`src/rtl/lpc_pkg.sv`:
```
// lpc_pkg: shared constants and types for the LPC cycle packer.
//   - cycle-type encoding fields used by the capture filter
//   - output frame geometry (6 bytes, marker nibble in byte 0)
//   - packed record type and the frame byte selector
package lpc_pkg;

    localparam logic [1:0] CYC_IO       = 2'b00;
    localparam logic [1:0] CYC_MEM      = 2'b01;
    localparam int         DIR_WRITE    = 1;

    localparam int         FRAME_BYTES  = 6;
    localparam logic [3:0] FRAME_MARKER = 4'h5;
    localparam int         REC_W        = 44;

    typedef struct packed {
        logic [3:0]  cyctype_dir;
        logic [31:0] addr;
        logic [7:0]  data;
    } lpc_rec_t;

    typedef logic [2:0] byte_idx_t;

    // Byte 0 carries the marker so a receiver can resynchronise on frame starts.
    function automatic logic [7:0] frame_byte(input lpc_rec_t rec, input byte_idx_t idx);
        logic [7:0] b;
        case (idx)
            3'd0:    b = {FRAME_MARKER, rec.cyctype_dir};
            3'd1:    b = rec.addr[31:24];
            3'd2:    b = rec.addr[23:16];
            3'd3:    b = rec.addr[15:8];
            3'd4:    b = rec.addr[7:0];
            default: b = rec.data;
        endcase
        return b;
    endfunction

endpackage

```
`src/rtl/lpc_record_fifo.sv`:
```
// lpc_record_fifo: first-word-fall-through record FIFO.
//   clk_i, rst_i      clock, asynchronous active-high reset
//   push_i, wr_data_i write request and record; ignored when full unless popping
//   pop_i             remove head record; ignored when empty
//   rd_data_o         head record (valid while ~empty_o)
//   full_o, empty_o   occupancy flags; count_o holds 0..DEPTH
module lpc_record_fifo #(
    parameter int WIDTH = 44,
    parameter int DEPTH = 8
) (
    input  logic                     clk_i,
    input  logic                     rst_i,
    input  logic                     push_i,
    input  logic [WIDTH-1:0]         wr_data_i,
    input  logic                     pop_i,
    output logic [WIDTH-1:0]         rd_data_o,
    output logic                     full_o,
    output logic                     empty_o,
    output logic [$clog2(DEPTH):0]   count_o
);

    localparam int AW = $clog2(DEPTH);

    logic [WIDTH-1:0] mem_q [DEPTH];
    logic [AW-1:0]    wr_ptr_q, wr_ptr_d;
    logic [AW-1:0]    rd_ptr_q, rd_ptr_d;
    logic [AW:0]      count_q, count_d;
    logic             do_push, do_pop;

    assign full_o    = (count_q == (AW+1)'(DEPTH));
    assign empty_o   = (count_q == '0);
    assign count_o   = count_q;
    assign rd_data_o = mem_q[rd_ptr_q];

    // A full FIFO still takes a push when the head leaves in the same cycle.
    assign do_pop  = pop_i & ~empty_o;
    assign do_push = push_i & (~full_o | do_pop);

    // NOTE: every variable driven here gets a default first so no latch is inferred.
    always_comb begin
        wr_ptr_d = wr_ptr_q;
        rd_ptr_d = rd_ptr_q;
        count_d  = count_q;
        // Power-of-two depth: pointers wrap by natural overflow.
        if (do_push) wr_ptr_d = wr_ptr_q + 1'b1;
        if (do_pop)  rd_ptr_d = rd_ptr_q + 1'b1;
        case ({do_push, do_pop})
            2'b10:   count_d = count_q + 1'b1;
            2'b01:   count_d = count_q - 1'b1;
            default: count_d = count_q;
        endcase
    end

    // NOTE: state registers use non-blocking assignments so all flops update together.
    always_ff @(posedge clk_i or posedge rst_i) begin
        if (rst_i) begin
            wr_ptr_q <= '0;
            rd_ptr_q <= '0;
            count_q  <= '0;
        end else begin
            wr_ptr_q <= wr_ptr_d;
            rd_ptr_q <= rd_ptr_d;
            count_q  <= count_d;
        end
    end

    // NOTE: storage is not reset; the count gates its visibility, so stale words never escape.
    always_ff @(posedge clk_i) begin
        if (do_push) mem_q[wr_ptr_q] <= wr_data_i;
    end

endmodule

```
`src/rtl/lpc_packer.sv`:
```
// lpc_packer: captures completed LPC cycles, optionally filters to one I/O-write
// port, queues them and serialises each as a 6-byte frame on a valid/ready stream.
//   lpc_clock, reset            clock, asynchronous active-high reset
//   in_cyctype_dir/addr/data    decoder cycle fields, sampled on capture
//   in_clock_enable             decoder completion level; rising edge = new cycle
//   out_data/out_valid/out_ready byte stream to the UART transmitter
//   overflow, drop_count        sticky drop flag and saturating drop counter
module lpc_packer
    import lpc_pkg::*;
#(
    parameter int          DEPTH       = 8,
    parameter bit          FILTER_EN   = 1'b0,
    parameter logic [15:0] FILTER_ADDR = 16'h0080
) (
    input  logic        lpc_clock,
    input  logic        reset,
    input  logic [3:0]  in_cyctype_dir,
    input  logic [31:0] in_addr,
    input  logic [7:0]  in_data,
    input  logic        in_clock_enable,
    output logic [7:0]  out_data,
    output logic        out_valid,
    input  logic        out_ready,
    output logic        overflow,
    output logic [7:0]  drop_count
);

    localparam byte_idx_t LAST_IDX = byte_idx_t'(FRAME_BYTES - 1);

    logic                  ce_q;
    byte_idx_t             idx_q, idx_d;
    logic                  overflow_q, overflow_d;
    logic [7:0]            drop_cnt_q, drop_cnt_d;

    logic                  capture, is_io_wr, accept;
    logic                  handshake, pop, drop;
    logic                  fifo_full, fifo_empty;
    logic [$clog2(DEPTH):0] fifo_count;
    lpc_rec_t              wr_rec, head_rec;

    assign capture  = in_clock_enable & ~ce_q;
    assign is_io_wr = (in_cyctype_dir[3:2] == CYC_IO) & in_cyctype_dir[DIR_WRITE];
    assign accept   = capture & (!FILTER_EN | (is_io_wr & (in_addr[15:0] == FILTER_ADDR)));

    assign wr_rec   = '{cyctype_dir: in_cyctype_dir, addr: in_addr, data: in_data};

    assign handshake = out_valid & out_ready;
    assign pop       = handshake & (idx_q == LAST_IDX);
    // A capture into a full FIFO survives only if the head frame completes this cycle.
    assign drop      = accept & fifo_full & ~pop;

    lpc_record_fifo #(
        .WIDTH (REC_W),
        .DEPTH (DEPTH)
    ) u_fifo (
        .clk_i     (lpc_clock),
        .rst_i     (reset),
        .push_i    (accept),
        .wr_data_i (wr_rec),
        .pop_i     (pop),
        .rd_data_o (head_rec),
        .full_o    (fifo_full),
        .empty_o   (fifo_empty),
        .count_o   (fifo_count)
    );

    // The record stays queued until byte 5 is taken, so valid cannot drop mid-frame.
    assign out_valid = ~fifo_empty;
    assign out_data  = fifo_empty ? 8'h00 : frame_byte(head_rec, idx_q);

    always_comb begin
        idx_d      = idx_q;
        overflow_d = overflow_q;
        drop_cnt_d = drop_cnt_q;
        if (handshake) idx_d = (idx_q == LAST_IDX) ? '0 : idx_q + 1'b1;
        if (drop) begin
            overflow_d = 1'b1;
            if (drop_cnt_q != 8'hFF) drop_cnt_d = drop_cnt_q + 1'b1;
        end
    end

    always_ff @(posedge lpc_clock or posedge reset) begin
        if (reset) begin
            ce_q       <= 1'b0;
            idx_q      <= '0;
            overflow_q <= 1'b0;
            drop_cnt_q <= 8'h00;
        end else begin
            ce_q       <= in_clock_enable;
            idx_q      <= idx_d;
            overflow_q <= overflow_d;
            drop_cnt_q <= drop_cnt_d;
        end
    end

    assign overflow   = overflow_q;
    assign drop_count = drop_cnt_q;

endmodule

```
`config.mk`:
```
export PLATFORM = sky130hd
export DESIGN_NAME = lpc_packer
export DESIGN_NICKNAME = d
export VERILOG_FILES = /design/src/rtl/lpc_pkg.sv /design/src/rtl/lpc_record_fifo.sv /design/src/rtl/lpc_packer.sv
export SDC_FILE = /design/constraint.sdc
export NUM_CORES = 1
export LEC_CHECK = 0
export BUFFER_PORTS_ARGS = -buffer_cell sky130_fd_sc_hd__buf_4
export CAP_MARGIN = 20
export CORE_MARGIN = 2
export CORE_UTILIZATION = 35
export CTS_BUF_LIST = sky130_fd_sc_hd__clkbuf_4
export CTS_CLUSTER_SIZE = 25
export DETAILED_ROUTE_END_ITERATION = 8
export GPL_TIMING_DRIVEN = 1
export PLACE_DENSITY = 0.53
export SLEW_MARGIN = 10
export SYNTH_ARGS = -nofsm -noshare
export SYNTH_HDL_FRONTEND = slang
export SYNTH_SLANG_ARGS = --single-unit
```
`constraint.sdc`:
```
create_clock -name lpc_clock -period 5.95 [get_ports lpc_clock]
set_input_delay 1.19 -clock lpc_clock [delete_from_list [all_inputs] [get_ports lpc_clock]]
set_output_delay 1.19 -clock lpc_clock [all_outputs]
set_load 0.01 [all_outputs]
```
==> results.md, run 1 <==
- Status: complete, no violations
- Async SR Flop Fraction: 0.0613
- YS warnings: 0
- Synthesized cell area: 0.0148 mm2
- Final Hold Viols: 0
- GRT overflow: 0
- Via count: 7358
- Number of synthesized flops with an enable pin: 352
- Largest net degree at the start of global routing: 51
- Vias per cell: 5.03
- Num Clock Sinks: 375
- Post-DP HPWL: 18600 um
- Skew-Pair Late Insertion Delay: 0.75 ns
- Post-route design area: 0.0172 mm2
- HP Class: register to register
- Antenna viol nets, final: 0
- # hold bufs at CTS: 0
- Rows: 75
- Peak Freq: 197 MHz
- Share of layout cells above drive strength 1: 0.354
- Period utilization: 0.853
- Clk_skew: 0.0572 ns
- # IOs: 66
- Synth-to-Final Area Change: 16.4%
- Leakage power: 5.74 nW
- Maxcap violations: 0
- Share of the synthesized area in the top cell type: 0.716
- IO buf count: 65
- Worst path cell trace: buf_4 > mux4_2 > a221oi_1 > a21oi_1 > a21oi_1 > a31oi_1 > buf_4
- CTS tree: built
- Slew Limit Fails: 0
- Tot GR Track Use: 0.151
- Required time worst endpoint: 4.76 ns
- Initial Util: 0.353
- Yosys reg bits: 375
- Tightest Pin Transition: 1.02 ns
- Die area: 0.0438 mm2
- Top cells by area in the synthesized netlist: edfxtp_1 (72%), mux4_2 (9.2%), dfrtp_1 (3.9%)
- Fill cells: 3744
- Fin nets: 923
- Depth of the CTS H-tree: 3
- WHS: 0.463 ns
- DRT Wirelength: 32500 um
- Clock transition at the registers of the reported paths: 0.06 ns
- Post-synthesis area per instance: 20.6 um2
- Crit start category: register
- Minimum clock period: 5.08 ns
- Syn Nets: 773
- RSZ-0062 raised after global routing: false
- Number of antenna violations at the first check in global routing: 3
- Crit Path Category: register to output port
- Slowest CP cell: dfrtp_4
- Initial DRC Count: 472
- Final Core Density: 0.412
- Placer congestion estimate: 0.680
- Final setup fails: 0
- Dominant cell type by area after synthesis: edfxtp_1
- Root buf cell: clkbuf_4
- Final TNS setup: 0 ns
- Vias in the first global route: 7843
- Buf/Inv on CP: 2
- Maximum buffer depth of the clock tree: 3
- CP max FO: 50
- Crit end category: output port
- Die width: 209 um
- Die Ht: 209 um
- Cell Pwr Density: 435 mW/mm2
- Cell count after synthesis: 718
- Post_cts resized: 0
- Reg2reg start: u_fifo.count_o[0]
- Worst path max stage delay: 1.10 ns
- First-pass iteration count of the detailed router: 5
- Post-synthesis sequential area ratio: 0.755
- Post-DP Area: 0.0160 mm2
- Netlist cell types: 50
- Post-CTS setup buffer count: 0
- Worst hold start: overflow
- Relative slew slack: 0.318
- CP startpoint: u_fifo.rd_ptr_q[0]
- Drt wl/cell: 22.2 um
- Cell family with most CP delay: flip-flops
- Core area: 0.0418 mm2
- # DRC: 0
- First-pass GRT wire length: 49000 um
- Highest ir drop seen on vdd: 0.217 mV
- WP data arrival: 3.89 ns
- CTS Buf Count: 96
- Ys flop type: edfxtp_1
==> per-stage QoR <==
stage	power (mW)	std cells	setup WS, ns
after detailed placement	5.43	1309	1.44
after CTS	7.61	1462	0.609
after global routing	7.87	1463	0.524
after global placement	5.42	1309	1.43
final	7.48	1463	0.872
after floorplan	4.70	718	0.638
==> registers in the layout, indices dropped and copies added (netlist names) <==
signal           cells
u_fifo.mem_q       352
drop_count           8
u_fifo.count_o       4
idx_q                3
u_fifo.rd_ptr_q      3
u_fifo.wr_ptr_q      3
ce_q                 1
overflow             1
==> final cells by class <==
class | instances | area, um2 | share of cell area
Inverter | 5 | 18.8 | 0.00109
Multi-Input combinational cell | 302 | 3450 | 0.201
Sequential cell | 375 | 11200 | 0.649
Timing Repair Buffer | 88 | 711 | 0.0413
Clock buffer | 139 | 1040 | 0.0607
Clock inverter | 14 | 136 | 0.00793
Antenna cell | 1 | 2.50 | 0.000146
Tap cell | 539 | 674 | 0.0392
==> layer usage <==
metal  share of wire  global-route usage
met1            0.46               0.203
met2            0.48               0.243
met3           0.045              0.0377
met4           0.016              0.0495
met5         0.00040                   0
==> cell usage in the layout (no fill, tap or decap), types with 2 or more instances in the layout <==
cell / n
nor2_4: 6
nand2b_1: 5
nand2_1: 26
nor3b_2: 3
nand4_1: 2
a21oi_1: 12
dfrtp_4: 2
xor2_1: 5
bufinv_16: 3
mux4_1: 8
a211oi_1: 2
mux4_2: 60
and2_1: 4
a31oi_1: 7
ha_1: 7
inv_1: 4
edfxtp_1: 352
nor2_1: 4
dfrtp_1: 20
mux2i_1: 48
clkinv_1: 9
xnor2_1: 10
buf_12: 4
and3_1: 3
a22oi_1: 23
nor3_1: 3
o31ai_1: 3
clkbuf_4: 139
a221oi_1: 10
nor2b_1: 3
a22o_1: 4
nand3_1: 7
o21ai_0: 3
buf_4: 84
inv_2: 2
nor3_2: 2
mux2_2: 16
a2111oi_0: 3
==> Yosys cell counts, types with 2 or more instances <==
library cell and instances:
edfxtp_1 352, mux4_2 60, mux2i_1 48, nand2_1 26, a22oi_1 23, dfrtp_1 23
mux2_2 16, buf_2 15, a21oi_1 12, a221oi_1 10, clkbuf_1 10, nor2_1 10
xnor2_1 10, mux4_1 8, a31oi_1 7, ha_1 7, nand3_1 7, buf_4 6
nand2b_1 5, nor3_1 5, xor2_1 5, a22o_1 4, and2_1 4, inv_1 4
a2111oi_0 3, and3_1 3, buf_6 3, nor2b_1 3, o21ai_0 3, o31ai_1 3
a211oi_1 2, nand4_1 2, nor3b_1 2
==> final timing paths <==
| check | endpoint | slack [ns] | depth (start not counted) |
|---|---|---|---|
| worst max-delay path | out_data[2] | 0.87 | 7 |
| worst min register to register | overflow | 0.46 | 1 |
| max in group asynchronous | u_fifo.rd_ptr_q[0] | 4.59 | 2 |
| worst max register to register | u_fifo.mem_q[6][17] | 2.29 | 8 |
| min in group asynchronous | u_fifo.rd_ptr_q[2] | 0.69 | 2 |
| worst min-delay path | overflow | 0.46 | 1 |
==> cell families after synthesis <==
| family | share of synthesized area |
|---|---|
| flops | 0.755 |
| mux | 0.151 |
| simple gates | 0.0261 |
| compound gates | 0.0376 |
| buf+inv | 0.0158 |
| xor+xnor | 0.00890 |
| fa+ha+maj | 0.00593 |
==> power breakdown <==
| part | total, mW | switching, mW | internal, mW |
|---|---|---|---|
| Clock | 2.16 | 0.973 | 1.18 |
| Combinational | 1.91 | 0.965 | 0.944 |
| Sequential | 3.42 | 0.310 | 3.11 |
| Total | 7.48 | 2.25 | 5.23 |
==> worst reg2reg max path, stage by stage (launching register included) <==
cell,delay [ns]
dfrtp_1,0.54
nor4_1,0.11
buf_4,0.17
inv_2,0.23
nand3_1,0.22
a31oi_1,0.46
nand2b_1,0.35
nor2_4,0.63
buf_4,0.58
Power figures use the tool's default switching activity.
==> run 2, diff against run 1 <==
- CORE_UTILIZATION: 35 -> 60
- CTS_BUF_LIST: sky130_fd_sc_hd__clkbuf_4 -> sky130_fd_sc_hd__clkbuf_8 sky130_fd_sc_hd__clkbuf_16
- PLACE_DENSITY: 0.53 -> 0.81
==> run 2 against run 1 <==
Net effect: power shrank 0.20%; die area is 41% lower; clock-buffer cell count is 100 lower; clock power about the same; maximum frequency increased by 5.3%; global-route usage up 9.6 points; final area decreased by 2.3%; critical path type unchanged; critical endpoint is now out_data[0]; largest cell class unchanged; highest routed layer unchanged.
==> results.md, run 2 (same netlist as run 1, synthesis figures left out) <==
- Status: complete, no violations (unchanged)
- Vias per cell: 6.47 (was 5.03)
- Slowest CP cell: dfrtp_4 (unchanged)
- First-pass GRT wire length: 46600 um (was 49000 um)
- Fin nets: 863 (was 923)
- Crit start category: register (unchanged)
- Root buf cell: clkbuf_16 (was clkbuf_4)
- GR Layer Usage met3: 0.0568 (was 0.0377)
- Share of layout cells above drive strength 1: 0.271 (was 0.354)
- Crit Path Category: register to output port (unchanged)
- Worst path cell trace: buf_4 > mux4_2 > a221oi_1 > a21oi_1 > a21oi_1 > a31oi_1 > buf_4 (unchanged)
- Final setup fails: 0 (unchanged)
- Required time worst endpoint: 4.76 ns (about the same)
- Via count: 7460 (was 7358)
- Antenna viol nets, final: 0 (unchanged)
- WP data arrival: 3.63 ns (was 3.89 ns)
- Buf/Inv on CP: 2 (unchanged)
- Number of antenna violations at the first check in global routing: 1 (was 3)
- Period utilization: 0.811 (was 0.853)
- Final TNS setup: 0 ns (unchanged)
- GRT overflow: 0 (unchanged)
- Die width: 161 um (was 209 um)
- # DRC: 0 (unchanged)
- Slew Limit Fails: 0 (unchanged)
- Most frequent cells in the layout: edfxtp_1 (352), buf_4 (84), mux4_2 (60) (was edfxtp_1 (352), clkbuf_4 (139), buf_4 (84))
- # hold bufs at CTS: 0 (unchanged)
- DRT Wirelength: 31200 um (was 32500 um)
- Minimum clock period: 4.82 ns (was 5.08 ns)
- Die Ht: 161 um (was 209 um)
- Max reg flops: 352 (unchanged)
- Post_cts resized: 0 (unchanged)
- Pre-CTS WS: 1.61 ns (was 1.44 ns)
- Most common cell after layout, fill and taps aside: edfxtp_1 (unchanged)
- Largest net degree at the start of global routing: 56 (was 51)
- Highest ir drop seen on vdd: 0.356 mV (was 0.217 mV)
- Synth-to-Final Area Change: 13.7% (was 16.4%)
- Vias in the first global route: 7742 (was 7843)
- Gr busiest metal: met2 (unchanged)
- Tightest Pin Transition: 1.06 ns (was 1.02 ns)
- Maximum buffer depth of the clock tree: 3 (unchanged)
- Placer congestion estimate: 0.767 (was 0.680)
- Post-route design area: 0.0168 mm2 (was 0.0172 mm2)
- Core area: 0.0242 mm2 (was 0.0418 mm2)
- Post-DP HPWL: 17400 um (was 18600 um)
- Post-CTS setup buffer count: 0 (unchanged)
- Met1 usage: 0.326 (was 0.203)
- Worst setup margin: 1.13 ns (was 0.872 ns)
- Initial Util: 0.609 (was 0.353)
- Worst path max stage delay: 0.90 ns (was 1.10 ns)
- # IOs: 66 (unchanged)
- Tot GR Track Use: 0.247 (was 0.151)
- CP max FO: 39 (was 50)
- CTS Buf Count: 39 (was 96)
- Maxcap violations: 0 (unchanged)
- First-pass iteration count of the detailed router: 5 (unchanged)
- Biggest register: u_fifo.mem_q (unchanged)
- RSZ-0062 raised after global routing: false (unchanged)
- Crit end category: output port (unchanged)
- Peak Freq: 207 MHz (was 197 MHz)
- Skew-Pair Late Insertion Delay: 0.53 ns (was 0.75 ns)
- Leakage power: 5.58 nW (was 5.74 nW)
- IO buf count: 65 (unchanged)
- Met2 Resource Use GR: 0.410 (was 0.243)
- CTS tree: built (unchanged)
- Drt wl/cell: 27.1 um (was 22.2 um)
- Die area: 0.0259 mm2 (was 0.0438 mm2)
- Num Clock Sinks: 375 (unchanged)
- Relative slew slack: 0.292 (was 0.318)
- Initial DRC Count: 1029 (was 472)
- Cell Pwr Density: 445 mW/mm2 (was 435 mW/mm2)
- Post-DP Area: 0.0156 mm2 (was 0.0160 mm2)
- Clock transition at the registers of the reported paths: 0.06 ns (about the same)
- Final Hold Viols: 0 (unchanged)
- Clk_skew: 0.0184 ns (was 0.0572 ns)
- Cell family with most CP delay: flip-flops (unchanged)
- Rows: 57 (was 75)
- HP Class: register to register (unchanged)
- Depth of the CTS H-tree: 2 (was 3)
- Ant diodes: 0 (was 1)
[run 2: area by class of cell]
class | instances | area [um2]
well taps | 324 | 405
inverters | 5 | 18.8
fillers | 1468 | 7460
clock buffers | 39 | 976
multi-input cells | 302 | 3440
repair buffers | 85 | 642
flip-flops and latches | 375 | 11200
clock inverters | 23 | 155
[run 2: per-stage QoR]
stage           util  hold slack, ns  cells  total power [mW]
2_1_floorplan      -           0.487    718              4.70
3_3_place_gp   0.645           0.455   1090              5.25
3_5_place_dp   0.645           0.468   1090              5.33
4_1_cts        0.692           0.488   1152              7.50
5_1_grt        0.692           0.521   1153              7.74
6_report       0.692           0.483   1153              7.47
[run 2: final timing paths]
kind | from | end | slack (ns) | depth (start not counted)
hold / removal | overflow | overflow | 0.48 | 1
setup reg to reg | u_fifo.count_o[1] | u_fifo.mem_q[4][8] | 2.27 | 7
min in group asynchronous | reset | u_fifo.rd_ptr_q[1] | 0.85 | 2
hold reg to reg | overflow | overflow | 0.48 | 1
max in group asynchronous | reset | u_fifo.rd_ptr_q[0] | 4.48 | 2
setup / recovery | u_fifo.rd_ptr_q[0] | out_data[0] | 1.13 | 7
[run 2: layer usage]
metal	vias to the layer above	share of wire
met3	79	0.079
met2	377	0.50
met4	2	0.032
met5	-	0.00042
met1	3852	0.39
li1	3150	-
[run 2: report_power, final]
part	switching (mW)	internal, mW	total [mW]
Combinational	0.991	0.924	1.91
Clock	0.937	1.23	2.17
Sequential	0.274	3.11	3.39
Total	2.20	5.27	7.47
